===== src/rtl/sme_multi_if.sv =====
// ---------------------------------------------------------------------------
// sme_multi_if
// Bundles the character-load strobes and the search-result signals of the
// string-matching engine into one interface.
//
// Signals:
//   chardata    character input (DATA_W bits)
//   isstring    string-load strobe, one character per cycle
//   ispattern   pattern-load strobe, one character per cycle
//   find_all    0 = stop at first match, 1 = count every matching position
//   valid       one-cycle result strobe
//   match       at least one match found (qualified by valid)
//   match_index start index of the first match
//   match_count number of matching start positions
//   overflow    string or pattern exceeded its maximum length in this job
//
// Modports: master drives the strobes and reads results (the client),
//           slave is the engine side.
// ---------------------------------------------------------------------------
interface sme_multi_if #(
    parameter int STR_MAX = 32,
    parameter int PAT_MAX = 8,
    parameter int DATA_W  = 8
);
    localparam int IW = $clog2(STR_MAX);
    localparam int CW = $clog2(STR_MAX + 1);

    logic [DATA_W-1:0] chardata;
    logic              isstring;
    logic              ispattern;
    logic              find_all;
    logic              valid;
    logic              match;
    logic [IW-1:0]     match_index;
    logic [CW-1:0]     match_count;
    logic              overflow;

    modport master (
        output chardata, isstring, ispattern, find_all,
        input  valid, match, match_index, match_count, overflow
    );

    modport slave (
        input  chardata, isstring, ispattern, find_all,
        output valid, match, match_index, match_count, overflow
    );
endinterface


===== src/rtl/sme_multi.sv =====
// ---------------------------------------------------------------------------
// sme_multi
// String-matching engine. A string (up to STR_MAX characters) and then a
// pattern (up to PAT_MAX characters) are streamed in one character per
// cycle. The engine then scans the string one character compare per cycle,
// honouring '^' (start of string or after a space), '$' (end of string or
// before a space) and '.' (any character). Results are presented for one
// cycle with valid.
//
// Ports:
//   clk    system clock, rising edge
//   reset  asynchronous, active-low reset
//   bus    sme_multi_if slave modport (load strobes in, results out)
// ---------------------------------------------------------------------------
module sme_multi #(
    parameter int STR_MAX = 32,
    parameter int PAT_MAX = 8,
    parameter int DATA_W  = 8
) (
    input  logic        clk,
    input  logic        reset,
    sme_multi_if.slave  bus
);
    localparam int IW  = $clog2(STR_MAX);
    localparam int LW  = $clog2(STR_MAX + 1);
    localparam int PW  = $clog2(PAT_MAX);
    localparam int PLW = $clog2(PAT_MAX + 1);
    localparam int SW  = ((LW > PLW) ? LW : PLW) + 2;

    localparam logic [DATA_W-1:0] CH_CARET  = DATA_W'('h5E);
    localparam logic [DATA_W-1:0] CH_DOLLAR = DATA_W'('h24);
    localparam logic [DATA_W-1:0] CH_DOT    = DATA_W'('h2E);
    localparam logic [DATA_W-1:0] CH_SPACE  = DATA_W'('h20);

    typedef enum logic [2:0] {
        IDLE,
        LOAD_STR,
        LOAD_PAT,
        SEARCH,
        DONE
    } state_t;

    state_t state_q, state_d;

    logic [DATA_W-1:0] str [STR_MAX];
    logic [DATA_W-1:0] pat [PAT_MAX];
    logic [LW-1:0]     len;
    logic [PLW-1:0]    plen;
    // One spare bit: with a zero-length core the scan runs to p = len + 1.
    logic [LW:0]       p;
    logic [PLW-1:0]    k;
    logic [LW-1:0]     count;
    logic [IW-1:0]     first_idx;
    logic              overflow_q;
    logic              find_all_q;

    // Control strobes from the FSM to the datapath
    logic str_start, str_wr, pat_start, pat_wr;
    logic k_inc, p_adv, rec, job_clr;

    // Pattern decode and per-cycle compare results
    logic [PW-1:0]  pat_last;
    logic           anc_s, anc_e;
    logic [PLW-1:0] clen;
    logic [SW-1:0]  p_w, k_w, clen_w, len_w;
    logic [IW-1:0]  str_ci, str_prev, str_next;
    logic [PW-1:0]  pat_ci;
    logic           past_end, char_ok, step_ok, last_cmp;
    logic           start_ok, end_ok, hit;

    // Pattern decode and compare logic. The pattern is stable during SEARCH,
    // so the anchors and core length are derived combinationally. All
    // arithmetic is done at a common width SW so that position sums never
    // wrap; array indices are then narrowed. Out-of-range reads (p-1 at
    // p=0, p+clen at the end of the string) are always masked by the
    // preceding OR terms.
    always_comb begin
        pat_last = (plen == '0) ? '0 : PW'(plen - 1'b1);
        anc_s    = (plen != '0) && (pat[0] == CH_CARET);
        anc_e    = (plen != '0) && (pat[pat_last] == CH_DOLLAR);
        clen     = plen - PLW'(anc_s) - PLW'(anc_e);

        p_w      = SW'(p);
        k_w      = SW'(k);
        clen_w   = SW'(clen);
        len_w    = SW'(len);

        str_ci   = IW'(p_w + k_w);
        str_prev = IW'(p_w - SW'(1));
        str_next = IW'(p_w + clen_w);
        pat_ci   = PW'(k + PLW'(anc_s));

        past_end = (p_w + clen_w) > len_w;
        char_ok  = (pat[pat_ci] == CH_DOT) || (pat[pat_ci] == str[str_ci]);
        step_ok  = (clen == '0) || char_ok;
        last_cmp = (clen == '0) || ((k_w + SW'(1)) == clen_w);
        start_ok = !anc_s || (p == '0) || (str[str_prev] == CH_SPACE);
        end_ok   = !anc_e || ((p_w + clen_w) == len_w) || (str[str_next] == CH_SPACE);
        hit      = step_ok && last_cmp && start_ok && end_ok;
    end

    // State register
    always_ff @(posedge clk or negedge reset) begin
        if (!reset) begin
            state_q <= IDLE;
        end else begin
            state_q <= state_d;
        end
    end

    // Next-state and datapath control. DONE behaves like IDLE for incoming
    // strobes so a new load can start in the result cycle itself; it also
    // clears the per-job counters and the overflow flag.
    always_comb begin
        state_d   = state_q;
        str_start = 1'b0;
        str_wr    = 1'b0;
        pat_start = 1'b0;
        pat_wr    = 1'b0;
        k_inc     = 1'b0;
        p_adv     = 1'b0;
        rec       = 1'b0;
        job_clr   = 1'b0;

        case (state_q)
            IDLE, DONE: begin
                job_clr = (state_q == DONE);
                if (bus.isstring) begin
                    str_start = 1'b1;
                    state_d   = LOAD_STR;
                end else if (bus.ispattern) begin
                    pat_start = 1'b1;
                    state_d   = LOAD_PAT;
                end else begin
                    state_d   = IDLE;
                end
            end
            LOAD_STR: begin
                if (bus.isstring) begin
                    str_wr  = 1'b1;
                end else begin
                    state_d = IDLE;
                end
            end
            LOAD_PAT: begin
                if (bus.ispattern) begin
                    pat_wr  = 1'b1;
                end else begin
                    state_d = SEARCH;
                end
            end
            SEARCH: begin
                if (past_end) begin
                    state_d = DONE;
                end else if (step_ok && !last_cmp) begin
                    k_inc = 1'b1;
                end else begin
                    p_adv = 1'b1;
                    if (hit) begin
                        rec = 1'b1;
                        if (!find_all_q) begin
                            state_d = DONE;
                        end
                    end
                end
            end
            default: begin
                state_d = IDLE;
            end
        endcase
    end

    // Datapath: character storage, lengths, scan counters and results.
    // Writes past the maximum length are dropped but flag overflow; the
    // stored length saturates at the maximum.
    always_ff @(posedge clk or negedge reset) begin
        if (!reset) begin
            for (int i = 0; i < STR_MAX; i++) begin
                str[i] <= '0;
            end
            for (int i = 0; i < PAT_MAX; i++) begin
                pat[i] <= '0;
            end
            len        <= '0;
            plen       <= '0;
            p          <= '0;
            k          <= '0;
            count      <= '0;
            first_idx  <= '0;
            overflow_q <= 1'b0;
            find_all_q <= 1'b0;
        end else begin
            if (job_clr) begin
                count      <= '0;
                first_idx  <= '0;
                overflow_q <= 1'b0;
            end

            if (str_start) begin
                str[0] <= bus.chardata;
                len    <= LW'(1);
            end
            if (str_wr) begin
                if (len < LW'(STR_MAX)) begin
                    str[IW'(len)] <= bus.chardata;
                    len           <= len + 1'b1;
                end else begin
                    overflow_q <= 1'b1;
                end
            end

            if (pat_start) begin
                pat[0]     <= bus.chardata;
                plen       <= PLW'(1);
                find_all_q <= bus.find_all;
                p          <= '0;
                k          <= '0;
            end
            if (pat_wr) begin
                if (plen < PLW'(PAT_MAX)) begin
                    pat[PW'(plen)] <= bus.chardata;
                    plen           <= plen + 1'b1;
                end else begin
                    overflow_q <= 1'b1;
                end
            end

            if (k_inc) begin
                k <= k + 1'b1;
            end
            if (p_adv) begin
                p <= p + 1'b1;
                k <= '0;
            end
            if (rec) begin
                if (count == '0) begin
                    first_idx <= IW'(p);
                end
                if (count != LW'(STR_MAX)) begin
                    count <= count + 1'b1;
                end
            end
        end
    end

    // Results are only presented in DONE and are zero otherwise, so an
    // asserted reset forces every output low immediately.
    assign bus.valid       = (state_q == DONE);
    assign bus.match       = (state_q == DONE) && (count != '0);
    assign bus.match_index = (state_q == DONE) ? first_idx : '0;
    assign bus.match_count = (state_q == DONE) ? count : '0;
    assign bus.overflow    = (state_q == DONE) && overflow_q;
endmodule


===== src/flat_wrapper.sv =====
// flat-port wrapper written by rule: the top's interface ports become plain ports
module sme_multi_flat 
#(
    parameter int STR_MAX = 32,
    parameter int PAT_MAX = 8,
    parameter int DATA_W  = 8
)
  (clk, reset, bus_chardata, bus_isstring, bus_ispattern, bus_find_all, bus_valid, bus_match, bus_match_index, bus_match_count, bus_overflow);
  sme_multi_if #(.STR_MAX(STR_MAX), .PAT_MAX(PAT_MAX), .DATA_W(DATA_W)) bus_i ();
  input  logic clk;
  input  logic reset;
  input wire logic [$bits(bus_i.chardata)-1:0] bus_chardata;
  input wire logic [$bits(bus_i.isstring)-1:0] bus_isstring;
  input wire logic [$bits(bus_i.ispattern)-1:0] bus_ispattern;
  input wire logic [$bits(bus_i.find_all)-1:0] bus_find_all;
  output wire logic [$bits(bus_i.valid)-1:0] bus_valid;
  output wire logic [$bits(bus_i.match)-1:0] bus_match;
  output wire logic [$bits(bus_i.match_index)-1:0] bus_match_index;
  output wire logic [$bits(bus_i.match_count)-1:0] bus_match_count;
  output wire logic [$bits(bus_i.overflow)-1:0] bus_overflow;
  assign bus_i.chardata = bus_chardata;
  assign bus_i.isstring = bus_isstring;
  assign bus_i.ispattern = bus_ispattern;
  assign bus_i.find_all = bus_find_all;
  assign bus_valid = bus_i.valid;
  assign bus_match = bus_i.match;
  assign bus_match_index = bus_i.match_index;
  assign bus_match_count = bus_i.match_count;
  assign bus_overflow = bus_i.overflow;
  sme_multi #(.STR_MAX(STR_MAX), .PAT_MAX(PAT_MAX), .DATA_W(DATA_W)) u_core (.clk(clk), .reset(reset), .bus(bus_i));
endmodule

===== config.mk =====
export PLATFORM = sky130hd
export DESIGN_NAME = sme_multi_flat
export DESIGN_NICKNAME = d
export VERILOG_FILES = /design/src/rtl/sme_multi_if.sv /design/src/rtl/sme_multi.sv /design/src/flat_wrapper.sv
export SDC_FILE = /design/constraint.sdc
export NUM_CORES = 1
export LEC_CHECK = 0
export ABC_AREA = 0
export BUFFER_PORTS_ARGS = -buffer_cell sky130_fd_sc_hd__buf_2
export CAP_MARGIN = 20
export CORE_MARGIN = 4
export CORE_UTILIZATION = 55
export CTS_CLUSTER_SIZE = 25
export DETAILED_ROUTE_END_ITERATION = 6
export GPL_ROUTABILITY_DRIVEN = 0
export PLACE_DENSITY = 0.74
export RECOVER_POWER = 25
export SLEW_MARGIN = 20
export SYNTH_ARGS = -nofsm -noshare
export SYNTH_HDL_FRONTEND = slang
export SYNTH_SLANG_ARGS = --single-unit

===== constraint.sdc =====
create_clock -name clk -period 6.1 [get_ports clk]
set_clock_uncertainty 0.2 [all_clocks]
set_input_delay 1.22 -clock clk [delete_from_list [all_inputs] [get_ports clk]]
set_output_delay 1.22 -clock clk [all_outputs]
set_load 0.05 [all_outputs]

==> impl_metrics.csv <==
group,metric,value,unit
run_status,status,"complete, but fails checks",
run_status,violations,"DRC, capacitance limit, slew limit",
die,die_area,0.0387,mm²
timing,setup_ws,213,ps
detailed_routing,dr.pass1.iters,7,
detailed_routing,antenna_left,0,
clock_network,cts_made_buffers,39,
synth,yosysTopAreaCell,"dfrtp_1",
worst_hold_path,hold_path.class,"register to register",
clock_network,hold_buffers,0,
place,post-dp-hpwl,36.0,mm
synth,synth_fp_nets,1591,
die,rows,68,
power_and_ir_drop,power_density,439,mW/mm²
power_and_ir_drop,p_leak,9.80,nW
global_route,antenna_found_initial,2,
synth,yosys-top-cells-count,"dfrtp_1, mux2_2, nand2_1, mux4_2, nor2_1",
synth,synthDominantCellAreaShare,0.457,
cells_and_area,finish.utilization,0.617,
synth,ys_types,82,
global_route,grt_usage,0.273,
die,die_w,197,µm
timing,setup_viol,0,
die,start_util,0.562,
die,fp.coreArea,0.0348,mm²
place,place_ws,2.82,ps
global_route,grtUsageMet3,0.0568,
die,io_pins,27,
clock_network,clockBufferDepth,3,
global_route,grt_pass1_vias,14300,
setup_path,crit_chain,"inv_1 -> buf_4 -> nand3_1 -> nand2_1 -> o2111a_1 -> a311oi_2 -> inv_1 -> fa_1 -> ha_1 -> inv_1 -> fa_2 -> inv_2 -> mux4_2 -> a31oi_1 -> or4_1 -> a221o_1 -> a21oi_4 -> nand2_2 -> o31a_1 -> or3_1",
power_and_ir_drop,clock_power_share,0.245,
power_and_ir_drop,netSwitchingPower,3.58,mW
synth,synth_warnings,0,
setup_path,slowest_stage,"fa_2",
clock_network,clk_pin_slew,60,ps
setup_path,rr_worst_depth,20,
setup_path,start_kind,"register",
cells_and_area,syn2layout_area_growth,9.71,%
cells_and_area,layout-drive-gt1-share,0.354,
detailed_routing,via_per_inst,6.88,
global_route,grt.met1_usage,0.388,
clock_network,clkLatencyLatePin,540,ps
synth,yosys-top-cells-area,"dfrtp_1, mux2_2, mux4_2",
synth,synth_edf_count,0,
cells_and_area,nNetsFinal,1600,
worst_hold_path,min_to,"u_core.count[5]$_DFF_PN0_",
setup_path,worstSetupPathType,"register to register",
detailed_routing,drc,36,
detailed_routing,drt_iter0_drc,1640,
global_route,grt_pass1_wl,83.0,mm
worst_hold_path,worstHoldStart,"u_core.count[5]$_DFF_PN0_",
synth,synth.most_common_cell,"dfrtp_1",
timing,maxSlewHeadroom,-1.84,
worst_hold_path,hold_depth,1,
power_and_ir_drop,comb_power_share,0.416,
timing,fin_crit_sh,0.965,
clock_network,cts_tree,"yes",
setup_path,reg2reg_slack,210,ps
power_and_ir_drop,peakVddDrop,0.286,mV
setup_path,cp_top_family,"compound AO/OA/AOI/OAI gates",
timing,final-hold-violation-count,0,
setup_path,crit_path_frequent_cell,"inv_1",
flow_run,cap_violations,1,
clock_network,cts-root-buf,"clkbuf_16",
power_and_ir_drop,seqPwrFrac,0.338,
clock_network,h-tree-depth,2,
place,io_buffer_count,26,
global_route,met2_usage,0.424,
detailed_routing,wirelength,52.4,mm
timing,period_minus_slack,5890,ps
global_route,grt-busiest-layer,"met2",
setup_path,critPathMaxStageDelay,680,ps
setup_path,cp.required,6320,ps
setup_path,critPathMaxFanout,9,
timing,setup_tns,0,ps
clock_network,cts.sinks,357,
detailed_routing,wl_per_cell,25.7,µm
setup_path,end_kind,"register",
die,die_h,197,µm
synth,synth_cells,1546,
synth,synthFlopType,"dfrtp_1",
setup_path,reg2reg_from,"u_core.plen[0]$_DFF_PN0_",
setup_path,arrival,6110,ps
setup_path,path_buf_inv,5,
timing,hold_ws,296,ps
timing,worstMarginPinSlew,4260,ps
setup_path,crit_start,"u_core.plen[0]$_DFF_PN0_",
power_and_ir_drop,switching_share,0.379,
detailed_routing,vias,14000,
timing,clock.fmax,0.170,GHz
synth,ys_seq_elements,357,
synth,ys_seq_area_frac,0.457,
timing,maxSlewViolCount,76,
setup_path,r2r_end,"u_core.state_q[0]$_DFFE_PN0P_",
global_route,grt_max_degree,159,
synth,syn_avg_cell_area,12.7,µm²
global_route,grt-ovfl-total,0,
power_and_ir_drop,p_int,5.85,mW
synth,async_flop_share,1.00,
synth,syn-cell-area,0.0196,mm²
==> logic make-up after synthesis <==
group	synth area share
fa+ha+maj	0.0216
flops	0.457
mux	0.317
xor+xnor	0.00799
simple gates	0.108
compound gates	0.0590
buf+inv	0.0295
==> through the flow <==
| step | power [mW] | cell area, µm² | std cells |
|---|---|---|---|
| 2_1_floorplan | 5.80 | 19600 | 1546 |
| 3_3_place_gp | 6.83 | 20100 | 1967 |
| 3_5_place_dp | 6.95 | 20100 | 1967 |
| 4_1_cts | 9.30 | 21400 | 2034 |
| 5_1_grt | 9.87 | 21500 | 2037 |
| 6_report | 9.43 | 21500 | 2037 |
==> layer usage <==
layer  vias up  routed length [µm]  part of all wire
li1       5941                   -                 -
met1      7227               21700              0.41
met2       693               24200              0.46
met3       148                4640             0.089
met4         2                1880             0.036
met5         -                  13           0.00025
==> cells in the final DEF (no fill, tap or decap), types with 24 or more instances in the layout <==
master	instances
nor3_1	31
nor4b_1	39
o21ai_0	28
buf_2	24
buf_4	25
ha_1	28
inv_1	34
clkbuf_16	41
nand3_1	37
dfrtp_1	357
mux2_2	341
mux2i_1	28
nor2_1	69
mux4_2	70
a21oi_1	29
nand2_1	87
==> worst register-to-register path: stages, from the launching register on <==
cell and delay (ps):
dfrtp_1 420, inv_1 90, buf_4 170, nand3_1 70, nand2_1 90, o2111a_1 250, a311oi_2 290, inv_1 100
fa_1 420, ha_1 350, inv_1 90, fa_2 680, inv_2 160, mux4_2 350, a31oi_1 80, or4_1 570
a221o_1 440, a21oi_4 200, nand2_2 100, o31a_1 290, or3_1 350
==> area by class of cell <==
class,instances,area (µm²)
fillers,2653,13300
multi-input cells,1063,10200
flip-flops and latches,357,8930
clock buffers,57,1190
well taps,455,569
repair buffers,56,394
inverters,38,143
clock inverters,10,77.6
diodes,1,2.50
==> worst max-delay path by stage <==
| stage | cells after the start | slack, ps | endpoint |
|---|---|---|---|
| 2_1_floorplan | 22 | 330 | u_core.state_q[0]$_DFFE_PN0P_ |
| 3_3_place_gp | 20 | 90 | u_core.state_q[0]$_DFFE_PN0P_ |
| 3_5_place_dp | 20 | 3 | u_core.state_q[0]$_DFFE_PN0P_ |
| 4_1_cts | 20 | 30 | u_core.state_q[0]$_DFFE_PN0P_ |
| 5_1_grt | 26 | -30 | u_core.state_q[0]$_DFFE_PN0P_ |
| 6_report | 20 | 210 | u_core.state_q[0]$_DFFE_PN0P_ |
==> power groups by stage <==
stage          clock network (mW)  logic [mW]  registers, mW
3_5_place_dp                    0        3.73           3.21
5_1_grt                      2.45        4.19           3.24
3_3_place_gp                    0        3.64           3.19
6_report                     2.31        3.92           3.19
2_1_floorplan                   0        2.78           3.02
4_1_cts                      2.36        3.77           3.17
==> timing repair <==
action | 4_1_cts | 5_1_grt
pin swaps | 0 | 1
buffers inserted | 0 | 2
endpoints found under the setup margin | 13 | 22
resized for setup | 2 | 13
Note: power is estimated with default switching activity, not from simulation.
